### config.mk
export PLATFORM = sky130hd
export DESIGN_NAME = sa_wresp_merge_channel
export DESIGN_NICKNAME = d
export VERILOG_FILES = /design/src/rtl/sa_wresp_merge_channel.sv
export SDC_FILE = /design/constraint.sdc
export NUM_CORES = 1
export LEC_CHECK = 0
export CAP_MARGIN = 0
export CORE_ASPECT_RATIO = 0.5
export CORE_UTILIZATION = 30
export DETAILED_ROUTE_END_ITERATION = 6
export PLACE_DENSITY = 0.57
export REMOVE_ABC_BUFFERS = 1
export SLEW_MARGIN = 5
export SYNTH_ARGS = -nofsm -noshare
export SYNTH_HDL_FRONTEND = slang
export SYNTH_SLANG_ARGS = --single-unit
### constraint.sdc
create_clock -name ACLK_i -period 3.6 [get_ports ACLK_i]
set_input_delay 0.72 -clock ACLK_i [delete_from_list [all_inputs] [get_ports ACLK_i]]
set_output_delay 0.72 -clock ACLK_i [all_outputs]
set_load 0.01 [all_outputs]
### src/rtl/sa_wresp_merge_channel.sv
// Slave-arbiter write-response merge: tracks AW commits, folds split B responses into one.
// Optional BID/head-ID checker enabled with `define WRESP_ID_CHECK_EN.
module sa_wresp_merge_channel #(
    parameter int MST_AMT         = 3,
    parameter int OUTSTANDING_AMT = 8,
    parameter int MAX_SPLIT       = 4,
    parameter int MST_ID_W        = $clog2(MST_AMT),
    parameter int SPLIT_W         = $clog2(MAX_SPLIT) + 1,
    parameter int TRANS_MST_ID_W  = 5,
    parameter int TRANS_SLV_ID_W  = TRANS_MST_ID_W + $clog2(MST_AMT),
    parameter int TRANS_WR_RESP_W = 2
) (
    input  logic                                ACLK_i,
    input  logic                                ARESETn_i,
    input  logic [TRANS_SLV_ID_W-1:0]           AW_AxID_i,
    input  logic [SPLIT_W-1:0]                  AW_split_cnt_i,
    input  logic                                AW_shift_en_i,
    output logic                                AW_stall_o,
    input  logic [TRANS_SLV_ID_W-1:0]           s_BID_i,
    input  logic [TRANS_WR_RESP_W-1:0]          s_BRESP_i,
    input  logic                                s_BVALID_i,
    output logic                                s_BREADY_o,
    output logic [TRANS_MST_ID_W*MST_AMT-1:0]   dsp_BID_o,
    output logic [TRANS_WR_RESP_W*MST_AMT-1:0]  dsp_BRESP_o,
    output logic [MST_AMT-1:0]                  dsp_BVALID_o,
    input  logic [MST_AMT-1:0]                  dsp_BREADY_i,
    output logic                                id_err_o
);

    localparam int PTR_W = $clog2(OUTSTANDING_AMT);

    localparam logic [TRANS_WR_RESP_W-1:0] RESP_OKAY   = TRANS_WR_RESP_W'(0);
    localparam logic [TRANS_WR_RESP_W-1:0] RESP_EXOKAY = TRANS_WR_RESP_W'(1);
    localparam logic [TRANS_WR_RESP_W-1:0] RESP_SLVERR = TRANS_WR_RESP_W'(2);
    localparam logic [TRANS_WR_RESP_W-1:0] RESP_DECERR = TRANS_WR_RESP_W'(3);

    function automatic logic [TRANS_WR_RESP_W-1:0] merge_resp(
        input logic [TRANS_WR_RESP_W-1:0] a,
        input logic [TRANS_WR_RESP_W-1:0] b
    );
        if (a == RESP_DECERR || b == RESP_DECERR)
            merge_resp = RESP_DECERR;
        else if (a == RESP_SLVERR || b == RESP_SLVERR)
            merge_resp = RESP_SLVERR;
        else if (a == RESP_OKAY || b == RESP_OKAY)
            merge_resp = RESP_OKAY;
        else
            merge_resp = RESP_EXOKAY;
    endfunction

    logic [SPLIT_W-1:0]         trk_split [OUTSTANDING_AMT];
    logic [TRANS_SLV_ID_W-1:0]  trk_id    [OUTSTANDING_AMT];
    logic [PTR_W:0]             wr_ptr;
    logic [PTR_W:0]             rd_ptr;
    logic                       trk_empty;
    logic                       trk_full;
    logic                       push;
    logic                       pop;

    logic [SPLIT_W-1:0]         head_split;
    logic [SPLIT_W-1:0]         head_split_eff;
    logic [TRANS_SLV_ID_W-1:0]  head_id;

    logic [SPLIT_W-1:0]         sub_cnt;
    logic                       sub_vld;
    logic [SPLIT_W-1:0]         sub_eff;
    logic [TRANS_WR_RESP_W-1:0] acc_resp;
    logic [TRANS_WR_RESP_W-1:0] new_resp;
    logic                       last;
    logic                       s_hs;

    logic [TRANS_SLV_ID_W-1:0]  out_id;
    logic [TRANS_WR_RESP_W-1:0] out_resp;
    logic                       out_valid;
    logic [MST_ID_W-1:0]        out_mst;
    logic                       out_hs;

    assign trk_empty = (wr_ptr == rd_ptr);
    assign trk_full  = (wr_ptr[PTR_W] != rd_ptr[PTR_W]) &&
                       (wr_ptr[PTR_W-1:0] == rd_ptr[PTR_W-1:0]);
    assign push      = AW_shift_en_i & ~trk_full;
    assign pop       = s_hs & last;

    assign head_split     = trk_split[rd_ptr[PTR_W-1:0]];
    assign head_id        = trk_id[rd_ptr[PTR_W-1:0]];
    assign head_split_eff = (head_split == '0) ? SPLIT_W'(1) : head_split;

    // sub_vld low means the head was just exposed, so the count comes straight from the FIFO
    assign sub_eff  = sub_vld ? sub_cnt : head_split_eff;
    assign last     = (sub_eff == SPLIT_W'(1));
    assign new_resp = sub_vld ? merge_resp(acc_resp, s_BRESP_i) : s_BRESP_i;

    assign out_mst    = out_id[TRANS_SLV_ID_W-1 -: MST_ID_W];
    assign out_hs     = |(dsp_BVALID_o & dsp_BREADY_i);
    assign s_BREADY_o = ~trk_empty & (~last | ~out_valid | out_hs);
    assign s_hs       = s_BVALID_i & s_BREADY_o;
    assign AW_stall_o = trk_full;

    always_ff @(posedge ACLK_i) begin
        if (push) begin
            trk_split[wr_ptr[PTR_W-1:0]] <= AW_split_cnt_i;
            trk_id[wr_ptr[PTR_W-1:0]]    <= AW_AxID_i;
        end
    end

    always_ff @(posedge ACLK_i or negedge ARESETn_i) begin
        if (!ARESETn_i) begin
            wr_ptr <= '0;
            rd_ptr <= '0;
        end else begin
            if (push)
                wr_ptr <= wr_ptr + 1'b1;
            if (pop)
                rd_ptr <= rd_ptr + 1'b1;
        end
    end

    always_ff @(posedge ACLK_i or negedge ARESETn_i) begin
        if (!ARESETn_i) begin
            sub_cnt  <= '0;
            sub_vld  <= 1'b0;
            acc_resp <= RESP_OKAY;
        end else if (s_hs) begin
            if (last) begin
                sub_cnt  <= '0;
                sub_vld  <= 1'b0;
                acc_resp <= RESP_OKAY;
            end else begin
                sub_cnt  <= sub_eff - SPLIT_W'(1);
                sub_vld  <= 1'b1;
                acc_resp <= new_resp;
            end
        end
    end

    always_ff @(posedge ACLK_i or negedge ARESETn_i) begin
        if (!ARESETn_i) begin
            out_id    <= '0;
            out_resp  <= '0;
            out_valid <= 1'b0;
        end else if (pop) begin
            out_id    <= s_BID_i;
            out_resp  <= new_resp;
            out_valid <= 1'b1;
        end else if (out_hs) begin
            out_valid <= 1'b0;
        end
    end

    always_comb begin
        dsp_BVALID_o = '0;
        dsp_BID_o    = '0;
        dsp_BRESP_o  = '0;
        for (int i = 0; i < MST_AMT; i++) begin
            dsp_BVALID_o[i] = out_valid & (out_mst == MST_ID_W'(i));
            dsp_BID_o[i*TRANS_MST_ID_W +: TRANS_MST_ID_W] =
                out_id[TRANS_MST_ID_W-1:0];
            dsp_BRESP_o[i*TRANS_WR_RESP_W +: TRANS_WR_RESP_W] = out_resp;
        end
    end

`ifdef WRESP_ID_CHECK_EN
    logic id_err_q;

    always_ff @(posedge ACLK_i or negedge ARESETn_i) begin
        if (!ARESETn_i)
            id_err_q <= 1'b0;
        else
            id_err_q <= s_hs & (s_BID_i != head_id);
    end

    assign id_err_o = id_err_q;
`else
    logic id_unused;

    assign id_unused = ^head_id;
    assign id_err_o  = 1'b0;
`endif

endmodule

==> results of run 1 <==
worst max-delay path: stages (launching register included):
cell,delay (ns)
dfrtp_2,0.52
mux4_2,0.55
mux2i_2,0.25
nor2_1,0.07
a21oi_1,0.19
ha_2,0.19
inv_1,0.05
a21oi_2,0.14
o21ai_2,0.08
o21a_1,0.19
clkbuf_2,0.12
what timing repair did:
action	CTS	global route
pin swaps	0	2
gates cloned	0	0
setup endpoints to repair	1	1
resized for setup	6	9
state kept, by name, indices dropped and copies added, names as in the netlist:
| register | cells |
|---|---|
| wr_ptr | 4 |
| trk_split | 24 |
| sub_vld | 1 |
| acc_resp | 2 |
| out_id | 7 |
| out_resp | 2 |
| out_valid | 1 |
| rd_ptr | 4 |
| sub_cnt | 3 |
routing by layer:
metal	part of all wire, %	up-vias
met4	0.61	0
met2	47	22
met5	0	-
li1	-	700
met3	3.8	2
met1	49	710
final cells by class:
class | count | area, sq um | area share, %
Inverter | 7 | 26.3 | 0.858
Multi-Input combinational cell | 96 | 837 | 27.3
Tap cell | 108 | 135 | 4.41
Clock inverter | 3 | 68.8 | 2.25
Timing Repair Buffer | 58 | 548 | 17.9
Sequential cell | 48 | 1320 | 43.2
Clock buffer | 5 | 125 | 4.08
worst min-delay path by stage:
stage / startpoint / endpoint / slack, ns / cells after the start
after floorplan: ARESETn_i / acc_resp[0] / 0.42 / 0
after global placement: wr_ptr[3] / wr_ptr[3] / 0.48 / 1
after detailed placement: sub_cnt[0] / sub_cnt[0] / 0.48 / 1
after CTS: wr_ptr[3] / wr_ptr[3] / 0.49 / 1
after global routing: wr_ptr[3] / wr_ptr[3] / 0.50 / 1
final: wr_ptr[3] / wr_ptr[3] / 0.48 / 1
where the power goes:
part	total, mW	switching (mW)	internal, mW	leakage [nW]
combinational	1.26	0.530	0.726	0.562
clock	0.606	0.205	0.400	0.0944
sequential	0.973	0.215	0.758	0.507
cell usage in the layout (no fill, tap or decap), types with 4 or more instances in the layout:
cell type and count:
clkdlybuf4s50_1 43, edfxtp_1 24, dfrtp_1 23, nor2_1 12, buf_4 12, mux2_2 11, nand2_1 7, inv_1 7
mux4_2 6, xnor2_1 6, o21ai_0 6, clkbuf_16 5, xor2_1 4
metrics by stage:
stage                      TNS, ns  instance area, sq um  std cells
after floorplan                  0                  2180        151
after global placement    -0.00951                  2860        317
after detailed placement   -0.0129                  2860        317
after CTS                        0                  3060        325
after global routing             0                  3060        325
final                            0                  3060        325
cell families (layout without fill, tap and decap cells):
| family | count (synthesis) | count (layout) | synth area share [%] |
|---|---|---|---|
| fa+ha+maj | 4 | 4 | 2.11 |
| flops | 48 | 48 | 55.8 |
| buf+inv | 34 | 73 | 9.03 |
| mux | 21 | 21 | 13.8 |
| other cells | 1 | 1 | 0.158 |
| compound gates | 26 | 26 | 8.14 |
| simple gates | 34 | 34 | 7.29 |
| xor+xnor | 10 | 10 | 3.70 |
==> summary.txt, run 1 <==
Clk sinks = 48
Met2 Track Usage GR = 18.8%
Pwr dens = 926 nW/um^2
Final Slew Violations = 0
Core ar. = 7490 sq um
Peak fanout along the critical path = 8
Worst slack, placed = -0.0129 ns
Vias per cell = 4.41
Critical path class = register to output port
Via count = 1,434
Later-pin clock latency in the skew report = 0.28 ns
Gr ovfl total = 0
Layout cell share with drive strength beyond 1 = 23.5%
Hold WS = 0.484 ns
GR Util met1 = 15.2%
Max VDD drop = 0.263 mV
ANT cells = 0
RSZ-0062 raised after global routing = no
Drt drc = 0
Outcome = finished, final reports clean
CTS root buffer = clkbuf_16
CTS tree = yes
Initial antenna violation count = 0
First-pass GRT wire length = 7270 um
Vias in the first global route = 1,441
H-Tree Depth = 2
Setup WS post-layout = 0.247 ns
Syn. warnings = 0
Synthesized area = 2370 sq um
Number of flops mapped to enable cells by yosys = 24
Layout Nets = 246
Register area share after synthesis = 55.8%
# fillers = 723
HP Class = register to register
Area delta synth->final = 29.3%
Overall Power = 2.84 mW
Gr busiest metal = met2
Area leader, netlist = edfxtp_1
Slew @ Worst Pin = 0.531 ns
Total setup buffers inserted after CTS = 0
Worst Setup SP = rd_ptr[0]
Largest net degree at the start of global routing = 25
Die width = 128 um
Post-synth top area share = 30.4%
# IOs = 53
Hold-fix buffers, CTS = 0
GPL Wtd Cong = 0.735
Worst reg2reg path depth = 10
Reg2Reg Capture Point = sub_cnt[2]
Synth Instances = 178
CP Capture Type = output port
R2r setup slk = 0.57 ns
Die ar. = 8280 sq um
Starting density of the core = 31.6%
Post-DR wirelength/cell = 13.7 um
Util after Layout = 40.9%
Timing endpoint of the critical path = s_BREADY_o
Leak Pwr = 1.16 nW
Fmax achieved = 298 MHz
Die Ht = 64.8 um
Drt first pass iters = 4
Post-synth ARST share = 50.0%
Relative slew slack = 64.3%
R2R Path Start = rd_ptr[0]
Synth unique cells = 42
Dpl hpwl = 3200 um
Critical Path AT = 2.63 ns
Top cells by area, synth = edfxtp_1 (30%), dfrtp_1 (25%), buf_4 (6.3%), mux2_2 (5.2%), mux4_1 (4.4%)
CP Launch Type = register
Detailed Route Iter0 Violations = 62
Top FF cell, synth = edfxtp_1
Final Hold Violating Endpoints = 0
Final Cycle Share = 93.1%
Min Tclk post-route = 3.35 ns
ANT nets after route = 0
Syn Area/Cell = 13.3 sq um
Max-cap violations = 0
Critical Path RT = 2.88 ns
Final setup viols = 0
Routed WL = 4460 um
Total CTS buffers = 5
Port Buf Inserts = 44
Setup Skew = 0.00399 ns
GR Util All Layers = 11.7%
Clock tree buffer depth = 2
Clock Pin Slew Worst Setup and Hold Paths = 0.07 ns
Flops & latches, synth = 48
Commonest cells in the netlist = dfrtp_1 (24), edfxtp_1 (24), buf_4 (20)
Met3 Use GR = 3.55%
Site row count = 22
Power figures use the tool's default switching activity.
==> run 2: changes to the inputs <==
- SKIP_LAST_GASP: default -> 1
==> results of run 2 <==
Same layout as run 1: the final DEF is identical, and so are final timing and power.
==> run 3: changes to the inputs <==
==> constraint.sdc (replaced) <==
create_clock -name ACLK_i -period 3.6 [get_ports ACLK_i]
set_input_delay 1.08 -clock ACLK_i [delete_from_list [all_inputs] [get_ports ACLK_i]]
set_output_delay 1.08 -clock ACLK_i [all_outputs]
set_load 0.01 [all_outputs]
==> summary.txt, run 3 (synthesis results as in run 1) <==
Initial antenna violation count = 0 (unchanged)
Final Slew Violations = 0 (unchanged)
Site row count = 22 (unchanged)
Post-DR wirelength/cell = 14.2 um (+3.2%)
Starting density of the core = 31.6% (unchanged)
Hold Crit Endpoint = rd_ptr[3]
Final Hold Violating Endpoints = 0 (unchanged)
RSZ-0062 raised after global routing = yes
Die Ht = 64.8 um (unchanged)
Leak Pwr = 1.18 nW (+1.3%)
Logic pwr share = 47.6% (+3.3 points)
Critical Path RT = 2.52 ns (-0.36 ns)
Vias per cell = 4.51 (+2.2%)
# IOs = 53 (unchanged)
Reg2Reg Capture Point = sub_cnt[1]
Drt drc = 0 (unchanged)
Later-pin clock latency in the skew report = 0.28 ns (about the same)
Clock tree buffer depth = 2 (unchanged)
Most common cell after layout, fill and taps aside = clkdlybuf4s50_1
Peak fanout along the critical path = 8 (unchanged)
GR Util All Layers = 12.3% (+0.53 points)
Via count = 1,493 (+4.1%)
Post-Layout Inst Area = 3100 sq um (+1.1%)
Sw Pwr = 991 uW (+4.2%)
Util after Layout = 41.4% (+0.45 points)
Worst reg2reg path depth = 12 (+2)
Clock Pin Slew Worst Setup and Hold Paths = 0.07 ns (about the same)
Sw Ratio = 34.5% (+0.97 points)
DP Cell Count = 318 (+0.32%)
Min Tclk post-route = 3.69 ns (+0.339 ns)
Core ar. = 7490 sq um (unchanged)
Worst slack, placed = -0.462 ns (-0.449 ns)
Clk pwr share = 18.5% (-2.9 points)
Final setup viols = 1 (+1)
Vias in the first global route = 1,529 (+6.1%)
Detailed Route Iter0 Violations = 66 (+6.5%)
Final Cycle Share = 103% (+9.4 points)
Most frequent cells in the layout = clkdlybuf4s50_1 (43), edfxtp_1 (24), dfrtp_1 (23), buf_4 (20), nor2_1 (11)
CP Capture Type = output port
ANT cells = 0 (unchanged)
Hold WS = 0.489 ns (+0.00534 ns)
Max-cap violations = 0 (unchanged)
Fmax achieved = 271 MHz (-9.2%)
Relative slew slack = 56.7% (-7.6 points)
Layout cell share with drive strength beyond 1 = 26.9% (+3.4 points)
CP Launch Type = register
Drt first pass iters = 4 (unchanged)
Max VDD drop = 0.294 mV (+12%)
Overall Power = 2.87 mW (+1.3%)
Routed WL = 4690 um (+5.1%)
Worst hold start = rd_ptr[3]
Max reg flops = 24 (unchanged)
Die ar. = 8280 sq um (unchanged)
Critical Path AT = 2.61 ns (-0.02 ns)
CTS tree = yes
Failing checks = negative setup slack
R2r setup slk = 0.59 ns (+0.02 ns)
Total CTS buffers = 5 (unchanged)
Dpl hpwl = 3400 um (+6.0%)
R2R Path Start = rd_ptr[0]
Power share of the sequential group = 33.9% (-0.4 points)
H-Tree Depth = 2 (unchanged)
Slew @ Worst Pin = 0.644 ns (+0.112 ns)
Port Buf Inserts = 44 (unchanged)
Die width = 128 um (unchanged)
Clk sinks = 48 (unchanged)
GPL Wtd Cong = 0.712 (-3.2%)
Int Pwr = 1.88 mW (-0.21%)
Gr ovfl total = 0 (unchanged)
Critical path class = register to output port
Outcome = finished with violations
First-pass GRT wire length = 7640 um (+5.0%)
CTS root buffer = clkbuf_16
Area delta synth->final = 30.7%
Setup WS post-layout = -0.0918 ns (-0.339 ns)
Layout Nets = 252 (+2.4%)
Largest net degree at the start of global routing = 25 (unchanged)
DP Area = 2870 sq um (+0.26%)
WHS Path Cells = 1 (unchanged)
HP Class = register to register
Pwr dens = 927 nW/um^2 (+0.16%)
Setup Skew = 0.00449 ns (+0.000499 ns)
Final non-filler cell total = 331 (+1.8%)
ANT nets after route = 0 (unchanged)
Post-route setup TNS = -0.0918 ns (-0.0918 ns)
==> run 3: how the worst max path moves through the flow <==
| stage | cells after the start | to | from | slack [ns] |
|---|---|---|---|---|
| after floorplan | 9 | s_BREADY_o | rd_ptr[0] | 0.11 |
| after global placement | 10 | s_BREADY_o | rd_ptr[0] | -0.40 |
| after detailed placement | 10 | s_BREADY_o | rd_ptr[0] | -0.46 |
| after CTS | 10 | s_BREADY_o | rd_ptr[0] | -0.11 |
| after global routing | 10 | s_BREADY_o | rd_ptr[0] | -0.24 |
| final | 10 | s_BREADY_o | rd_ptr[0] | -0.09 |
==> run 3: cell type report <==
cell class / count / area, sq um
Timing Repair Buffer: 64 / 586
Clock inverter: 3 / 46.3
Sequential cell: 48 / 1320
Clock buffer: 5 / 125
Multi-Input combinational cell: 96 / 856
Tap cell: 108 / 135
Fill cell: 702 / 4390
Inverter: 7 / 26.3
==> run 3: repair_timing <==
item,CTS,global route
hold buffers,0,0
setup buffers,2,3
resized for setup,18,1
setup endpoints to repair,1,1
cloned,0,0
pin swaps,2,1
==> run 3: power groups by stage <==
| stage | registers [mW] | logic, mW | clock network [mW] |
|---|---|---|---|
| after CTS | 0.980 | 1.33 | 0.542 |
| after floorplan | 0.988 | 0.626 | 0 |
| after global placement | 0.957 | 1.22 | 0 |
| after detailed placement | 0.972 | 1.26 | 0 |
| final | 0.974 | 1.37 | 0.532 |
| after global routing | 1.01 | 1.48 | 0.565 |
==> run 3: layer usage <==
metal	track usage [%]	up-vias	part of all wire, %
li1	-	716	-
met1	14.2	723	43
met2	21.9	46	50
met3	3.39	8	4.5
met4	4.41	0	2.0
met5	0	-	0
==> run 3: critical path: stages, from the launching register on <==
cell and delay [ns]:
dfrtp_2 0.50, mux4_2 0.59, mux2i_4 0.22, a211oi_2 0.11, a21oi_2 0.16, ha_2 0.20, inv_2 0.04, a21oi_2 0.13
o21ai_2 0.08, o21a_1 0.19, buf_2 0.13
